--- src/rtl/uart_pkg.sv ---
// Shared definitions for the UART byte-stream blocks.
package uart_pkg;

  localparam int UART_BYTE_WIDTH = 8;

  typedef enum logic [0:0] {
    ARB_IDLE    = 1'b0,
    ARB_GRANTED = 1'b1
  } arb_state_e;

endpackage

--- src/rtl/round_robin_select.sv ---
// Combinational round-robin pick: the first set request at or after the pointer, wrapping.
module round_robin_select #(
  parameter int NUM_REQUESTERS = 2,
  parameter int PW             = $clog2(NUM_REQUESTERS)
) (
  input  logic [NUM_REQUESTERS-1:0] req_i,
  input  logic [PW-1:0]             ptr_i,
  output logic [NUM_REQUESTERS-1:0] winner_o,
  output logic                      any_o
);

  logic found;

  // First pass covers indices at or after the pointer, second pass the wrapped-around ones.
  always_comb begin
    winner_o = '0;
    found    = 1'b0;
    for (int i = 0; i < NUM_REQUESTERS; i++) begin
      if (!found && req_i[i] && (PW'(i) >= ptr_i)) begin
        winner_o[i] = 1'b1;
        found       = 1'b1;
      end
    end
    for (int i = 0; i < NUM_REQUESTERS; i++) begin
      if (!found && req_i[i] && (PW'(i) < ptr_i)) begin
        winner_o[i] = 1'b1;
        found       = 1'b1;
      end
    end
    any_o = |req_i;
  end

endmodule

--- src/rtl/uart_tx_arbiter.sv ---
// Message-granular round-robin arbiter feeding one UART transmitter from several byte streams.
module uart_tx_arbiter
  import uart_pkg::*;
#(
  parameter int NUM_REQUESTERS    = 2,
  parameter int MAX_MESSAGE_BYTES = 64,
  localparam int PW = $clog2(NUM_REQUESTERS),
  localparam int CW = $clog2(MAX_MESSAGE_BYTES + 1)
) (
  input  logic                                      clock_i,
  input  logic                                      reset_ni,
  input  logic [NUM_REQUESTERS-1:0]                 request_valid_i,
  input  logic [UART_BYTE_WIDTH*NUM_REQUESTERS-1:0] request_data_i,
  input  logic [NUM_REQUESTERS-1:0]                 request_last_i,
  output logic [NUM_REQUESTERS-1:0]                 request_ready_o,
  output logic                                      tx_valid_o,
  output logic [UART_BYTE_WIDTH-1:0]                tx_data_o,
  input  logic                                      tx_ready_i,
  output logic [NUM_REQUESTERS-1:0]                 grant_o,
  output logic                                      message_overflow_o,
  output arb_state_e                                dbg_state_o,
  output logic [PW-1:0]                             dbg_pointer_o,
  output logic [CW-1:0]                             dbg_count_o
);

  // Handshake: a byte moves on a rising edge where valid && ready; once valid is
  // raised, data/last hold until that edge, and ready never waits on valid.

  arb_state_e                 state_q, state_d;
  logic [NUM_REQUESTERS-1:0]  grant_q, grant_d;
  logic [PW-1:0]              ptr_q, ptr_d;
  logic [CW-1:0]              cnt_q, cnt_d;
  logic                       tx_valid_q, tx_valid_d;
  logic [UART_BYTE_WIDTH-1:0] tx_data_q, tx_data_d;
  logic                       ovf_q, ovf_d;

  logic [NUM_REQUESTERS-1:0]  rr_winner;
  logic                       rr_any;
  logic                       out_free;
  logic                       sel_valid;
  logic                       sel_last;
  logic [UART_BYTE_WIDTH-1:0] sel_data;
  logic [PW-1:0]              grant_idx;
  logic [PW-1:0]              next_ptr;
  logic                       beat;
  logic                       at_limit;

  round_robin_select #(
    .NUM_REQUESTERS(NUM_REQUESTERS),
    .PW            (PW)
  ) u_select (
    .req_i   (request_valid_i),
    .ptr_i   (ptr_q),
    .winner_o(rr_winner),
    .any_o   (rr_any)
  );

  assign out_free        = !tx_valid_q || tx_ready_i;
  assign request_ready_o = (state_q == ARB_GRANTED && out_free) ? grant_q : '0;

  always_comb begin
    sel_valid = 1'b0;
    sel_last  = 1'b0;
    sel_data  = '0;
    grant_idx = '0;
    for (int i = 0; i < NUM_REQUESTERS; i++) begin
      if (grant_q[i]) begin
        sel_valid = sel_valid | request_valid_i[i];
        sel_last  = sel_last | request_last_i[i];
        sel_data  = sel_data | request_data_i[UART_BYTE_WIDTH*i +: UART_BYTE_WIDTH];
        grant_idx = PW'(i);
      end
    end
  end

  assign next_ptr = (grant_idx == PW'(NUM_REQUESTERS - 1)) ? '0 : grant_idx + PW'(1);
  assign beat     = (state_q == ARB_GRANTED) && out_free && sel_valid;
  assign at_limit = (cnt_q == CW'(MAX_MESSAGE_BYTES - 1));

  always_comb begin
    state_d    = state_q;
    grant_d    = grant_q;
    ptr_d      = ptr_q;
    cnt_d      = cnt_q;
    tx_valid_d = tx_valid_q;
    tx_data_d  = tx_data_q;
    ovf_d      = ovf_q;

    // Loading wins over draining, so a same-cycle drain and load keeps exactly one byte.
    if (beat) begin
      tx_valid_d = 1'b1;
      tx_data_d  = sel_data;
    end else if (tx_ready_i) begin
      tx_valid_d = 1'b0;
    end

    unique case (state_q)
      ARB_IDLE: begin
        if (rr_any) begin
          grant_d = rr_winner;
          state_d = ARB_GRANTED;
        end
      end
      ARB_GRANTED: begin
        if (beat) begin
          if (sel_last || at_limit) begin
            state_d = ARB_IDLE;
            grant_d = '0;
            cnt_d   = '0;
            ptr_d   = next_ptr;
            if (!sel_last) begin
              ovf_d = 1'b1;
            end
          end else begin
            cnt_d = cnt_q + CW'(1);
          end
        end
      end
      default: begin
        state_d = ARB_IDLE;
        grant_d = '0;
      end
    endcase
  end

  always_ff @(posedge clock_i or negedge reset_ni) begin
    if (!reset_ni) begin
      state_q    <= ARB_IDLE;
      grant_q    <= '0;
      ptr_q      <= '0;
      cnt_q      <= '0;
      tx_valid_q <= 1'b0;
      tx_data_q  <= '0;
      ovf_q      <= 1'b0;
    end else begin
      state_q    <= state_d;
      grant_q    <= grant_d;
      ptr_q      <= ptr_d;
      cnt_q      <= cnt_d;
      tx_valid_q <= tx_valid_d;
      tx_data_q  <= tx_data_d;
      ovf_q      <= ovf_d;
    end
  end

  assign tx_valid_o         = tx_valid_q;
  assign tx_data_o          = tx_data_q;
  assign grant_o            = grant_q;
  assign message_overflow_o = ovf_q;
  assign dbg_state_o        = state_q;
  assign dbg_pointer_o      = ptr_q;
  assign dbg_count_o        = cnt_q;

endmodule

--- config.mk ---
export PLATFORM = sky130hd
export DESIGN_NAME = uart_tx_arbiter
export DESIGN_NICKNAME = d
export VERILOG_FILES = /design/src/rtl/uart_pkg.sv /design/src/rtl/round_robin_select.sv /design/src/rtl/uart_tx_arbiter.sv
export SDC_FILE = /design/constraint.sdc
export NUM_CORES = 1
export LEC_CHECK = 0
export CAP_MARGIN = 10
export CELL_PAD_IN_SITES_DETAIL_PLACEMENT = 1
export CELL_PAD_IN_SITES_GLOBAL_PLACEMENT = 1
export CORE_MARGIN = 3
export CORE_UTILIZATION = 29
export CTS_CLUSTER_SIZE = 8
export DETAILED_ROUTE_END_ITERATION = 10
export PLACE_DENSITY = 0.8
export SYNTH_ARGS = -nofsm -noshare
export SYNTH_HDL_FRONTEND = slang
export SYNTH_SLANG_ARGS = --single-unit
--- constraint.sdc ---
create_clock -name clock_i -period 1.7 [get_ports clock_i]
set_input_delay 0.255 -clock clock_i [delete_from_list [all_inputs] [get_ports clock_i]]
set_output_delay 0.255 -clock clock_i [all_outputs]
set_load 0.05 [all_outputs]
; Word level (Yosys, flattened, before mapping)
; Index checks and enable logic that the tools add are counted.
[totals]
regBits = 21
latch_bits = 0
ram_bits = 0
romBits = 0
in_bits = 23
mem_count = 0
[classes]
add_sub_neg = 2
n_mul = 0
div_mod_pow = 0
order_cmp = 4
n_eq_ne = 4
n_shift = 0
mux = 26
bitwise_logic = 5
reduce_logical = 21
[op_table]
columns = cell, count
row1 = 1-bit 2-to-1 mux, 17
row2 = 8-bit 2-to-1 mux, 2
row3 = 1-bit logical AND, 9
row4 = 2-bit 2-to-1 mux, 4
row5 = 8-bit bitwise OR, 1
row6 = "7-bit by 1-bit adder with 7-bit output, second input constant", 1
row7 = "7-bit by 6-bit equality test with 1-bit output, second input constant", 1
row8 = 7-bit 2-to-1 mux, 1
row9 = 3-bit AND reduction, 2
row10 = 1-bit logical NOT, 4
row11 = "2-bit by 1-bit inequality test with 1-bit output, second input constant", 2
row12 = 2-bit case mux with 2 select lines, 1
row13 = 4-bit AND reduction, 1
row14 = "1-bit greater-or-equal comparator, first input constant", 2
row15 = 1-bit logical OR, 2
row16 = "1-bit < comparator, first input constant", 2
row17 = "2-bit inequality test, second input constant", 1
row18 = 1-bit inverter, 2
row19 = 1-bit bitwise OR, 2
row20 = 1-bit case mux with 2 select lines, 1
row21 = 2-bit AND reduction, 1
row22 = 2-bit nonzero test, 1
row23 = 2-bit OR reduction, 1
row24 = "1-bit adder, second input constant", 1

; Longest topological paths before layout
; Gate-level depths: netlist (run 1).
[logic_depth]
depth_word = 17
depth_mapped = 6

; Cells and area by module
; Synthesis (run 1) repeated with hierarchy kept, for this count alone.
[hier_totals]
hier_cells = 105
area_unflattened_um2 = 1031.0
[by_module_without_submodules]
columns = module, n_inst, cells_each, area_per_inst_um2
row1 = uart_tx_arbiter, 1, 101, 1006.0
row2 = round_robin_select, 1, 4, 25.0

; Least setup slack after synthesis (run 1)
; OpenSTA, ideal clock, no wires.
[synth_timing]
path_type = reg2reg
start = register cnt_q[0] (netlist: dbg_count_o[0])
end = register cnt_q[5] (netlist: dbg_count_o[5])
setup_time_ns = 0.124
t_arrival_ns = 1.793
required_time_ns = 1.576
path_slack_ns = -0.217
path_stages_with_launch = 6
path_buffers = 0
period_less_slack_ns = 1.917
path_cell_list = dfrtp_1 ha_1 nand3_1 o31a_1 and3_1 a211o_1
[synth_via]
elab_chain_len = 3
word_cells_on_any_way = 4
cone_classes = 1 x add/sub / 1 x eq/ne / 1 x mux / 1 x reduce/logical
[synth_lines]
columns = item, line_no
row1 = start: declaration, uart_tx_arbiter.sv:32  ; logic [CW-1:0] cnt_q, cnt_d;
row2 = start signal: assignment, uart_tx_arbiter.sv:139  ; cnt_q <= cnt_d;
row3 = branches (longest 2 deep; another with 7-bit by 1-bit adder with 7-bit output), -
row4 = 7-bit 2-to-1 mux (*), uart_tx_arbiter.sv:106  ; if (sel_last || at_limit) begin
; Every way passes the cells marked *.
; A chain may end at the register's enable or synchronous reset.

; Worst setup path after layout (run 1)
[layout_timing]
start = register cnt_q[1] (netlist: dbg_count_o[1])
end = register cnt_q[5] (netlist: dbg_count_o[5])
; Same word-level chain as after synthesis.

==> results of run 1 <==
==> worst max-delay path by stage <==
stage                                     startpoint                    endpoint  slack, ns
after floorplan           dbg_count_o[0]$_DFFE_PN0P_  dbg_count_o[5]$_DFFE_PN0P_      -0.01
after global placement            request_valid_i[0]  dbg_count_o[3]$_DFFE_PN0P_       0.04
after detailed placement          request_valid_i[0]  dbg_count_o[4]$_DFFE_PN0P_      -0.06
after CTS                 dbg_count_o[1]$_DFFE_PN0P_  dbg_count_o[5]$_DFFE_PN0P_       0.05
after global routing      dbg_count_o[1]$_DFFE_PN0P_  dbg_count_o[5]$_DFFE_PN0P_      0.007
final                     dbg_count_o[1]$_DFFE_PN0P_  dbg_count_o[5]$_DFFE_PN0P_       0.09
==> placed cells by master, fill, tap and decap left out, drive strengths merged <==
cell           count
inv                2
a22oi              9
nand3              3
buf               34
a31o               2
clkdlybuf4s50     22
dfrtp             21
a31oi              1
o2bb2ai            1
o21ai             14
nor3               1
nor2               3
nand2b             5
or4                1
a22o               2
and3b              1
or2                1
o31a               1
a211o              1
ha                 1
nor4               1
clkbuf             4
and3               4
nand2             14
o21a               1
o31ai              3
o21bai             1
nand3b             1
a21oi              1
==> area by class of cell <==
type / instances / area, sq um / area share
Sequential cell: 21 / 529 / 0.329
Timing Repair Buffer: 56 / 526 / 0.327
Clock buffer: 4 / 26.3 / 0.0163
Tap cell: 44 / 55.1 / 0.0342
Inverter: 2 / 7.51 / 0.00467
Multi-Input combinational cell: 73 / 464 / 0.289
==> per-stage QoR <==
stage	utilization	setup TNS, ns
after floorplan	-	-0.0112
after CTS	0.501	0
after detailed placement	0.491	-0.116
final	0.506	0
after global placement	0.491	0
after global routing	0.506	0
==> per-layer routing <==
metal | up-vias | global-route usage | share of wire
met5 | - | 0 | 0
met4 | 0 | 0.0475 | 0.012
met3 | 4 | 0.0381 | 0.040
met2 | 22 | 0.304 | 0.55
met1 | 498 | 0.177 | 0.40
li1 | 484 | - | -
==> worst register-to-register path, cell delays in order (launching register included) <==
cell,delay (ns)
dfrtp_2,0.41
ha_2,0.22
nand3_2,0.14
o31ai_4,0.27
buf_4,0.16
nor4_1,0.05
a211o_1,0.27
==> logic make-up after synthesis <==
family | synth area share
AO/OA/AOI/OAI | 0.252
AND/OR/NAND/NOR | 0.176
flip-flops | 0.524
buffers and inverters | 0.0362
adder cells (fa/ha/maj) | 0.0125
==> flip-flops by register name, indices dropped and copies added (netlist names) <==
signal / count
dbg_state_o: 1
grant_o: 2
dbg_count_o: 7
message_overflow_o: 1
tx_data_o: 8
tx_valid_o: 1
dbg_pointer_o: 1
==> power by group through the flow <==
| stage | combinational (mW) | sequential [mW] | clock, mW |
|---|---|---|---|
| after floorplan | 0.662 | 1.44 | 0 |
| after global placement | 2.00 | 0.859 | 0 |
| after detailed placement | 2.05 | 0.874 | 0 |
| after CTS | 2.06 | 0.865 | 0.250 |
| after global routing | 2.19 | 0.905 | 0.270 |
| final | 2.05 | 0.869 | 0.235 |
==> results by group, run 1 <==
Yosys
  – Asr flop ratio synth: 1.00
  – Syn_nets: 126
  – Synth warn: 0
  – Dominant cell type by area after synthesis: dfrtp_1
  – Commonest cells in the synthesized netlist: 21 x dfrtp_1, 14 x nand2_1, 8 x a22oi_1, 8 x o21ai_0, 6 x o21ai_1
  – Largest cells by area after synthesis: dfrtp_1 52%, a22oi_1 6.0%, nand2_1 5.2%, o21ai_0 4.0%, nand2b_1 3.1%
  – Mapped Area: 1000 sq um
  – EDFF count, synth: 0
  – Post-synthesis cell count: 102
  – Yosys reg bits: 21
  – Area share of the largest cell type after synthesis: 0.524
  – Mean Syn Cell Area: 9.84 sq um
  – Synth cell types: 31
  – Sequential fraction of the synthesis area: 0.524
  – Most common cell in the netlist: dfrtp_1
  – Prevailing post-synth register cell: dfrtp_1

Power and ir drop
  – Clock Power Share: 0.074
  – Cell Int Power: 1.56 mW
  – Seq pwr share: 0.275
  – Design Power: 3.16 mW
  – Combinational power share: 0.650
  – Switching part of the total: 0.507
  – Leakage power: 0.700 nW
  – Net Sw Power: 1.60 mW
  – Power per cell area: 1960 nW/um^2
  – Worst vdd ir: 1.23 mV

STA
  – Post-Route Skew: 0.00606 ns
  – Max Fclk: 0.622 GHz
  – RSZ-0062 raised after global routing: false
  – Final-report max-slew violation count: 0
  – Final setup vio count: 0
  – Tightest Pin Transition: 0.290 ns
  – Worst Hold Slack: 0.289 ns
  – Minimum clock period: 1.61 ns
  – Rel. slew slack: 0.807
  – Final Cycle Share: 0.946
  – Final worst setup slack: 0.0924 ns
  – Final Hold Viols: 0

Clocking
  – Post-CTS Resized: 1
  – Worst skew pair latency: 0.30 ns
  – Hold-fix buffers, CTS: 0
  – CTS HTree Levels: 1
  – Clk sinks: 21
  – Setup Fix Bufs, Post-CTS: 0
  – CTS buffer count: 3
  – CTS root buf: clkbuf_4
  – CTS tree: yes
  – Clk pin slew, worst setup/hold paths: 0.11 ns
  – Maximum clock path buffer count: 2

Route
  – DRT iter0 DRCs: 32
  – Post-Route WL: 3160 microns
  – DR pass1 iterations: 4
  – Avg WL per Cell: 15.8 microns
  – DRC violations left: 0
  – Via density: 5.04
  – Post-DRT Antenna Nets: 0
  – Vias post-DR: 1008

Critical path
  – Worst flop-to-flop path startpoint: dbg_count_o[1]$_DFFE_PN0P_
  – Worst R2R Setup Slack: 0.09 ns
  – Crit-path max FO: 4
  – Worst setup EP type: flop
  – Worst reg-to-reg path cell count: 6
  – Critical Path AT: 1.81 ns
  – Reg-to-Reg End: dbg_count_o[5]$_DFFE_PN0P_
  – Required time worst endpoint: 1.90 ns
  – Slowest stage delay, CP: 0.41 ns
  – Crit Path Class: reg2reg
  – WP buf/inv: 1
  – Critical Path Stages: 6
  – CP max stage cell: dfrtp_2
  – Crit path max-delay family: compound AO/OA/AOI/OAI gates
  – Critical-path cell list: ha_2, nand3_2, o31ai_4, buf_4, nor4_1, a211o_1
  – Crit path launch type: flop

Placement
  – Placed cells: 196
  – GP Congestion: 0.778
  – PortBufs: 45
  – Post-Place Setup Slack: -0.0619 ns
  – Post-placement cell area: 1560 sq um
  – Hpwl dp: 2430 microns

Layout
  – Final net count: 181
  – Fin area: 1610 sq um
  – P&R area growth vs syn: 60.2%
  – Share of post-route cells with drive strength above 1: 0.295
  – Layout Cells excl Fill: 200
  – Antenna diode count: 0
  – Fill cells: 375

Run status
  – Status: finished, final reports clean

Global route
  – Global-route wire length before repair: 5240 microns
  – Initial antenna violation count: 0
  – Vias in the first global route: 1082
  – Grt total ovfl: 0
  – All-Layer GR Usage: 0.161
  – Pin count of the biggest net entering global routing: 23

Min path
  – Worst Hold Class: in2async

Die
  – Initial core utilization: 0.316
  – Die W: 64.8 microns
  – Die Area: 4200 sq um
  – I/O pin count: 46
  – Die H: 64.8 microns
  – Row count: 20
  – Core area: 3180 sq um

Flow run
  – Max Cap Viol: 0
Power figures use the tool's default switching activity.
==> inputs of run 2 (changes only) <==
==> constraint.sdc (replaced) <==
create_clock -name clock_i -period 1.55 [get_ports clock_i]
set_input_delay 0.2325 -clock clock_i [delete_from_list [all_inputs] [get_ports clock_i]]
set_output_delay 0.2325 -clock clock_i [all_outputs]
set_load 0.05 [all_outputs]
==> run 2 against run 1 <==
The flow now finishes with violations (setup timing). Critical endpoint is now request_ready_o[0]. Combinational power increased by 25%. Total power increased by 19%. Clock power increased by 15%. Worst hold slack got worse by 0.018 ns. Register-to-register slack got worse by 0.097 ns. First-iteration DRC count decreased by 6.3%. Highest routed layer unchanged.
==> results by group, run 2 (synthesis gave the netlist of run 1 again) <==
Clocking
  – Clk sinks: 21
  – Hold-fix buffers, CTS: 0
  – CTS buffer count: 3
  – Maximum clock path buffer count: 2
  – Clk pin slew, worst setup/hold paths: 0.12 ns
  – CTS root buf: clkbuf_4
  – CTS tree: yes
  – CTS HTree Levels: 1
  – Worst skew pair latency: 0.31 ns

Global route
  – Initial antenna violation count: 0
  – All-Layer GR Usage: 0.169
  – Pin count of the biggest net entering global routing: 22
  – Grt total ovfl: 0
  – Global-route wire length before repair: 5490 microns
  – Vias in the first global route: 1159

STA
  – Tightest Pin Transition: 0.278 ns
  – Minimum clock period: 1.55 ns
  – Final Cycle Share: 1.00
  – Final setup vio count: 1
  – Final worst setup slack: -0.00456 ns
  – Final Hold Viols: 0
  – RSZ-0062 raised after global routing: true
  – Rel. slew slack: 0.815
  – Final-report max-slew violation count: 0
  – Worst Hold Slack: 0.271 ns
  – Post-Route Skew: 0.00473 ns
  – Max Fclk: 0.643 GHz

Layout
  – Commonest non-fill, non-tap cell in the layout: buf_4
  – Final net count: 190
  – Commonest cells after routing, fill and taps aside: 32 x buf_4, 22 x clkdlybuf4s50_1, 14 x nand2_1, 14 x dfrtp_1
  – P&R area growth vs syn: 74.9%
  – Antenna diode count: 0
  – Fill cells: 369
  – Layout Cells excl Fill: 209
  – Share of post-route cells with drive strength above 1: 0.376
  – Number of flip-flops under the largest register name: 8

Power and ir drop
  – Power per cell area: 2150 nW/um^2
  – Worst vdd ir: 1.14 mV
  – Design Power: 3.77 mW
  – Leakage power: 0.760 nW

Die
  – Die H: 64.8 microns
  – I/O pin count: 46
  – Row count: 20
  – Core area: 3180 sq um
  – Die Area: 4200 sq um
  – Die W: 64.8 microns
  – Initial core utilization: 0.316

Critical path
  – Critical Path AT: 1.32 ns
  – Crit-path max FO: 3
  – Worst setup EP type: output port
  – CP endpoint: request_ready_o[0]
  – Reg-to-Reg End: dbg_count_o[5]$_DFFE_PN0P_
  – Slowest stage delay, CP: 0.40 ns
  – WP buf/inv: 3
  – Worst reg-to-reg path cell count: 6
  – CP max stage cell: clkdlybuf4s50_1
  – Worst R2R Setup Slack: -0.005 ns
  – Worst Setup SP: tx_ready_i
  – Critical Path Stages: 5
  – Crit path launch type: primary input
  – Crit Path Class: in2out
  – Crit path max-delay family: buffers and inverters
  – Worst flop-to-flop path startpoint: dbg_count_o[0]$_DFFE_PN0P_
  – Required time worst endpoint: 1.32 ns
  – Critical-path cell list: clkdlybuf4s50_1, nand2b_1, buf_4, and3_2, buf_12

Placement
  – GP Congestion: 0.792
  – Placed cells: 200
  – Hpwl dp: 2620 microns
  – PortBufs: 45

Route
  – Avg WL per Cell: 16.1 microns
  – Via density: 5.04
  – Vias post-DR: 1054
  – DRT iter0 DRCs: 30
  – DR pass1 iterations: 4
  – Post-Route WL: 3370 microns
  – Post-DRT Antenna Nets: 0
  – DRC violations left: 0

Min path
  – Worst Hold Class: in2async

Run status
  – Status: finished, violations left
  – Failing checks: setup timing

Flow run
  – Max Cap Viol: 0
[run 2: cell count changes in the layout (fill, tap and decap cells not counted), moves of 2 or more]
cell / change
buf_6: +3
dfrtp_1: -4
dfrtp_2: +4
buf_4: +2
buf_12: +4
[run 2: stage by stage]
step | instance area, sq um | util | setup slack (ns) | setup TNS (ns)
4_1_cts | 1720 | 0.541 | -0.000405 | -0.000405
2_1_floorplan | 1030 | - | -0.0744 | -0.0973
3_5_place_dp | 1660 | 0.523 | -0.178 | -1.39
6_report | 1760 | 0.552 | -0.00456 | -0.00456
3_3_place_gp | 1660 | 0.523 | -0.0848 | -0.503
5_1_grt | 1760 | 0.552 | -0.0920 | -0.483
[run 2: power by group]
part           switching, mW  leakage, nW  total (mW)  internal [mW]
logic                   1.49        0.489        2.56           1.07
clock network          0.174       0.0177       0.270         0.0964
registers              0.175        0.254       0.939          0.763
total                   1.84        0.760        3.77           1.93
[run 2: repair_timing]
action | CTS | global route
setup buffers | 3 | 2
resized for setup | 1 | 5
pin swaps | 0 | 2
endpoints found under the setup margin | 2 | 11
[run 2: worst min-delay path by stage]
stage | start | end | slack, ns | cells after the start
finish | reset_ni | tx_data_o[4]$_DFFE_PN0P_ | 0.27 | 2
global route | reset_ni | tx_data_o[4]$_DFFE_PN0P_ | 0.28 | 2
CTS | reset_ni | tx_data_o[4]$_DFFE_PN0P_ | 0.27 | 2
detailed placement | message_overflow_o$_DFFE_PN0P_ | message_overflow_o$_DFFE_PN0P_ | 0.48 | 1
global placement | message_overflow_o$_DFFE_PN0P_ | message_overflow_o$_DFFE_PN0P_ | 0.46 | 1
floorplan | reset_ni | dbg_count_o[0]$_DFFE_PN0P_ | -0.06 | 0
[run 2: layout make-up]
class,count,area (sq um),area share
repair buffers,65,654,0.373
flip-flops and latches,21,534,0.304
multi-input cells,73,477,0.272
well taps,44,55.1,0.0314
clock buffers,3,22.5,0.0128
inverters,2,7.51,0.00428
clock inverters,1,5.00,0.00285
[run 2: metal layers]
| layer | part of all wire | wire (microns) | vias to the layer above | track usage |
|---|---|---|---|---|
| met4 | 0.018 | 59 | 0 | 0.0739 |
| met1 | 0.38 | 1290 | 529 | 0.182 |
| li1 | - | - | 499 | - |
| met2 | 0.57 | 1910 | 22 | 0.312 |
| met5 | 0 | 0 | - | 0 |
| met3 | 0.033 | 111 | 4 | 0.0364 |
==> inputs of run 3 (changes only) <==
--- a/config.mk
+++ b/config.mk
@@ -9,10 +9,10 @@
 export CELL_PAD_IN_SITES_DETAIL_PLACEMENT = 1
 export CELL_PAD_IN_SITES_GLOBAL_PLACEMENT = 1
 export CORE_MARGIN = 3
-export CORE_UTILIZATION = 29
+export CORE_UTILIZATION = 26
 export CTS_CLUSTER_SIZE = 8
 export DETAILED_ROUTE_END_ITERATION = 10
-export PLACE_DENSITY = 0.8
+export PLACE_DENSITY = 0.76
 export SYNTH_ARGS = -nofsm -noshare
 export SYNTH_HDL_FRONTEND = slang
 export SYNTH_SLANG_ARGS = --single-unit
==> constraint.sdc (replaced) <==
create_clock -name clock_i -period 1.3 [get_ports clock_i]
set_input_delay 0.195 -clock clock_i [delete_from_list [all_inputs] [get_ports clock_i]]
set_output_delay 0.195 -clock clock_i [all_outputs]
set_load 0.05 [all_outputs]
==> run 3 against run 2 <==
The flow still finishes with violations (setup timing). First-iteration DRC count is 3.3% lower. Critical path depth is 1 higher. Design area is 25% higher.
==> results by group, run 3 (synthesis gave the netlist of run 1 again) <==
Run status
  – Status: finished, violations left
  – Failing checks: setup timing

Layout
  – Fill cells: 375
  – Commonest cells after routing, fill and taps aside: 27 x buf_4, 24 x buf_12, 20 x clkdlybuf4s50_1
  – Share of post-route cells with drive strength above 1: 0.520
  – Commonest non-fill, non-tap cell in the layout: buf_4
  – Number of flip-flops under the largest register name: 8
  – P&R area growth vs syn: 118%
  – Final net count: 204
  – Fin area: 2190 sq um
  – Antenna diode count: 0

Critical path
  – Worst R2R Setup Slack: -0.28 ns
  – Worst reg-to-reg path cell count: 6
  – Worst setup EP type: flop
  – Critical Path AT: 1.78 ns
  – Crit path launch type: flop
  – Worst Setup SP: grant_o[0]$_DFFE_PN0P_
  – Required time worst endpoint: 1.51 ns
  – Worst flop-to-flop path startpoint: grant_o[0]$_DFFE_PN0P_
  – Crit Path Class: reg2reg
  – Crit-path max FO: 4
  – Reg-to-Reg End: dbg_count_o[5]$_DFFE_PN0P_

STA
  – Post-Route Skew: 0.00178 ns
  – Rel. slew slack: 0.740
  – Final worst setup slack: -0.278 ns
  – Tightest Pin Transition: 0.386 ns
  – Final Cycle Share: 1.21
  – Max Fclk: 0.634 GHz
  – Final setup vio count: 15
  – RSZ-0062 raised after global routing: true
  – Minimum clock period: 1.58 ns
  – Final Hold Viols: 0
  – Final-report max-slew violation count: 0
  – Worst Hold Slack: 0.265 ns

Flow run
  – Max Cap Viol: 0

Global route
  – All-Layer GR Usage: 0.176
  – Pin count of the biggest net entering global routing: 22
  – Global-route wire length before repair: 5980 microns
  – Vias in the first global route: 1197
  – Initial antenna violation count: 0
  – Grt total ovfl: 0

Placement
  – Hpwl dp: 3050 microns
  – Post-Place Setup Slack: -0.461 ns
  – PortBufs: 45
  – Post-placement cell area: 1940 sq um
  – GP Congestion: 0.863

Die
  – Core area: 3520 sq um
  – Row count: 21
  – Die Area: 4640 sq um
  – I/O pin count: 46
  – Die H: 68.1 microns
  – Initial core utilization: 0.285
  – Die W: 68.1 microns

Power and ir drop
  – Design Power: 5.68 mW
  – Worst vdd ir: 1.18 mV
  – Power per cell area: 2590 nW/um^2
  – Leakage power: 0.945 nW

Route
  – Via density: 5.00
  – Post-DRT Antenna Nets: 0
  – Post-Route WL: 4010 microns
  – DR pass1 iterations: 4
  – DRC violations left: 0
  – DRT iter0 DRCs: 29
  – Vias post-DR: 1124
  – Avg WL per Cell: 17.8 microns

Clocking
  – Clk sinks: 21
  – Clk pin slew, worst setup/hold paths: 0.08 ns
  – Worst skew pair latency: 0.27 ns
  – Hold-fix buffers, CTS: 0
  – CTS tree: yes
  – CTS root buf: clkbuf_8
  – CTS HTree Levels: 1
  – Maximum clock path buffer count: 2
  – CTS buffer count: 3

Min path
  – Worst Hold Class: in2async
[run 3: changes by cell type in the layout (fill, tap and decap cells not counted), moves of 3 or more]
| cell | before | now |
|---|---|---|
| dfrtp_2 | 7 | 10 |
| clkbuf_4 | 3 | 0 |
| o21ai_2 | 0 | 3 |
| buf_6 | 3 | 6 |
| buf_4 | 32 | 27 |
| o21ai_1 | 6 | 10 |
| clkbuf_8 | 0 | 3 |
| dfrtp_1 | 14 | 11 |
| o21ai_0 | 8 | 1 |
| buf_12 | 8 | 24 |
[run 3: stage by stage]
step           setup TNS [ns]  cells  utilization
6_report                -2.01    225        0.623
5_1_grt                 -3.24    225        0.623
4_1_cts                 -1.68    219        0.592
3_5_place_dp            -6.83    212        0.551
3_3_place_gp            -4.90    212        0.551
2_1_floorplan           -2.31    102            -
[run 3: where the power goes]
part,switching [mW],internal (mW)
clock network,0.240,0.214
registers,0.317,0.919
logic,1.98,2.01
total,2.54,3.14
[run 3: critical path, stage by stage, from the launching register on]
cell and delay (ns):
dfrtp_2 0.45, a22oi_2 0.18, buf_4 0.15, o31ai_2 0.07
buf_4 0.15, nor4_1 0.35, a211o_1 0.17
[run 3: how the worst max path moves through the flow]
stage / end / cells past startpoint
floorplan: dbg_count_o[5]$_DFFE_PN0P_ / 5
detailed placement: dbg_count_o[5]$_DFFE_PN0P_ / 6
CTS: dbg_count_o[5]$_DFFE_PN0P_ / 5
finish: dbg_count_o[5]$_DFFE_PN0P_ / 6
global route: dbg_count_o[5]$_DFFE_PN0P_ / 6
global placement: dbg_count_o[3]$_DFFE_PN0P_ / 5
[run 3: cell type report]
class	instances	area, sq um	area share
multi-input cells	73	567	0.259
repair buffers	79	976	0.445
inverters	2	7.51	0.00342
flip-flops and latches	21	538	0.245
clock inverters	1	5.00	0.00228
well taps	46	57.6	0.0263
clock buffers	3	41.3	0.0188
[run 3: repair_timing]
action,in CTS,in global routing
pin swaps,7,4
endpoints found under the setup margin,22,23
hold endpoints to repair,0,0
resized for setup,13,18
buffers inserted,5,7
[run 3: routing by layer]
metal	up-vias	wire length, microns	track usage
met5	-	0	0
met4	0	67	0.0447
met3	7	240	0.0427
met2	39	2290	0.350
met1	550	1410	0.179
li1	528	-	-
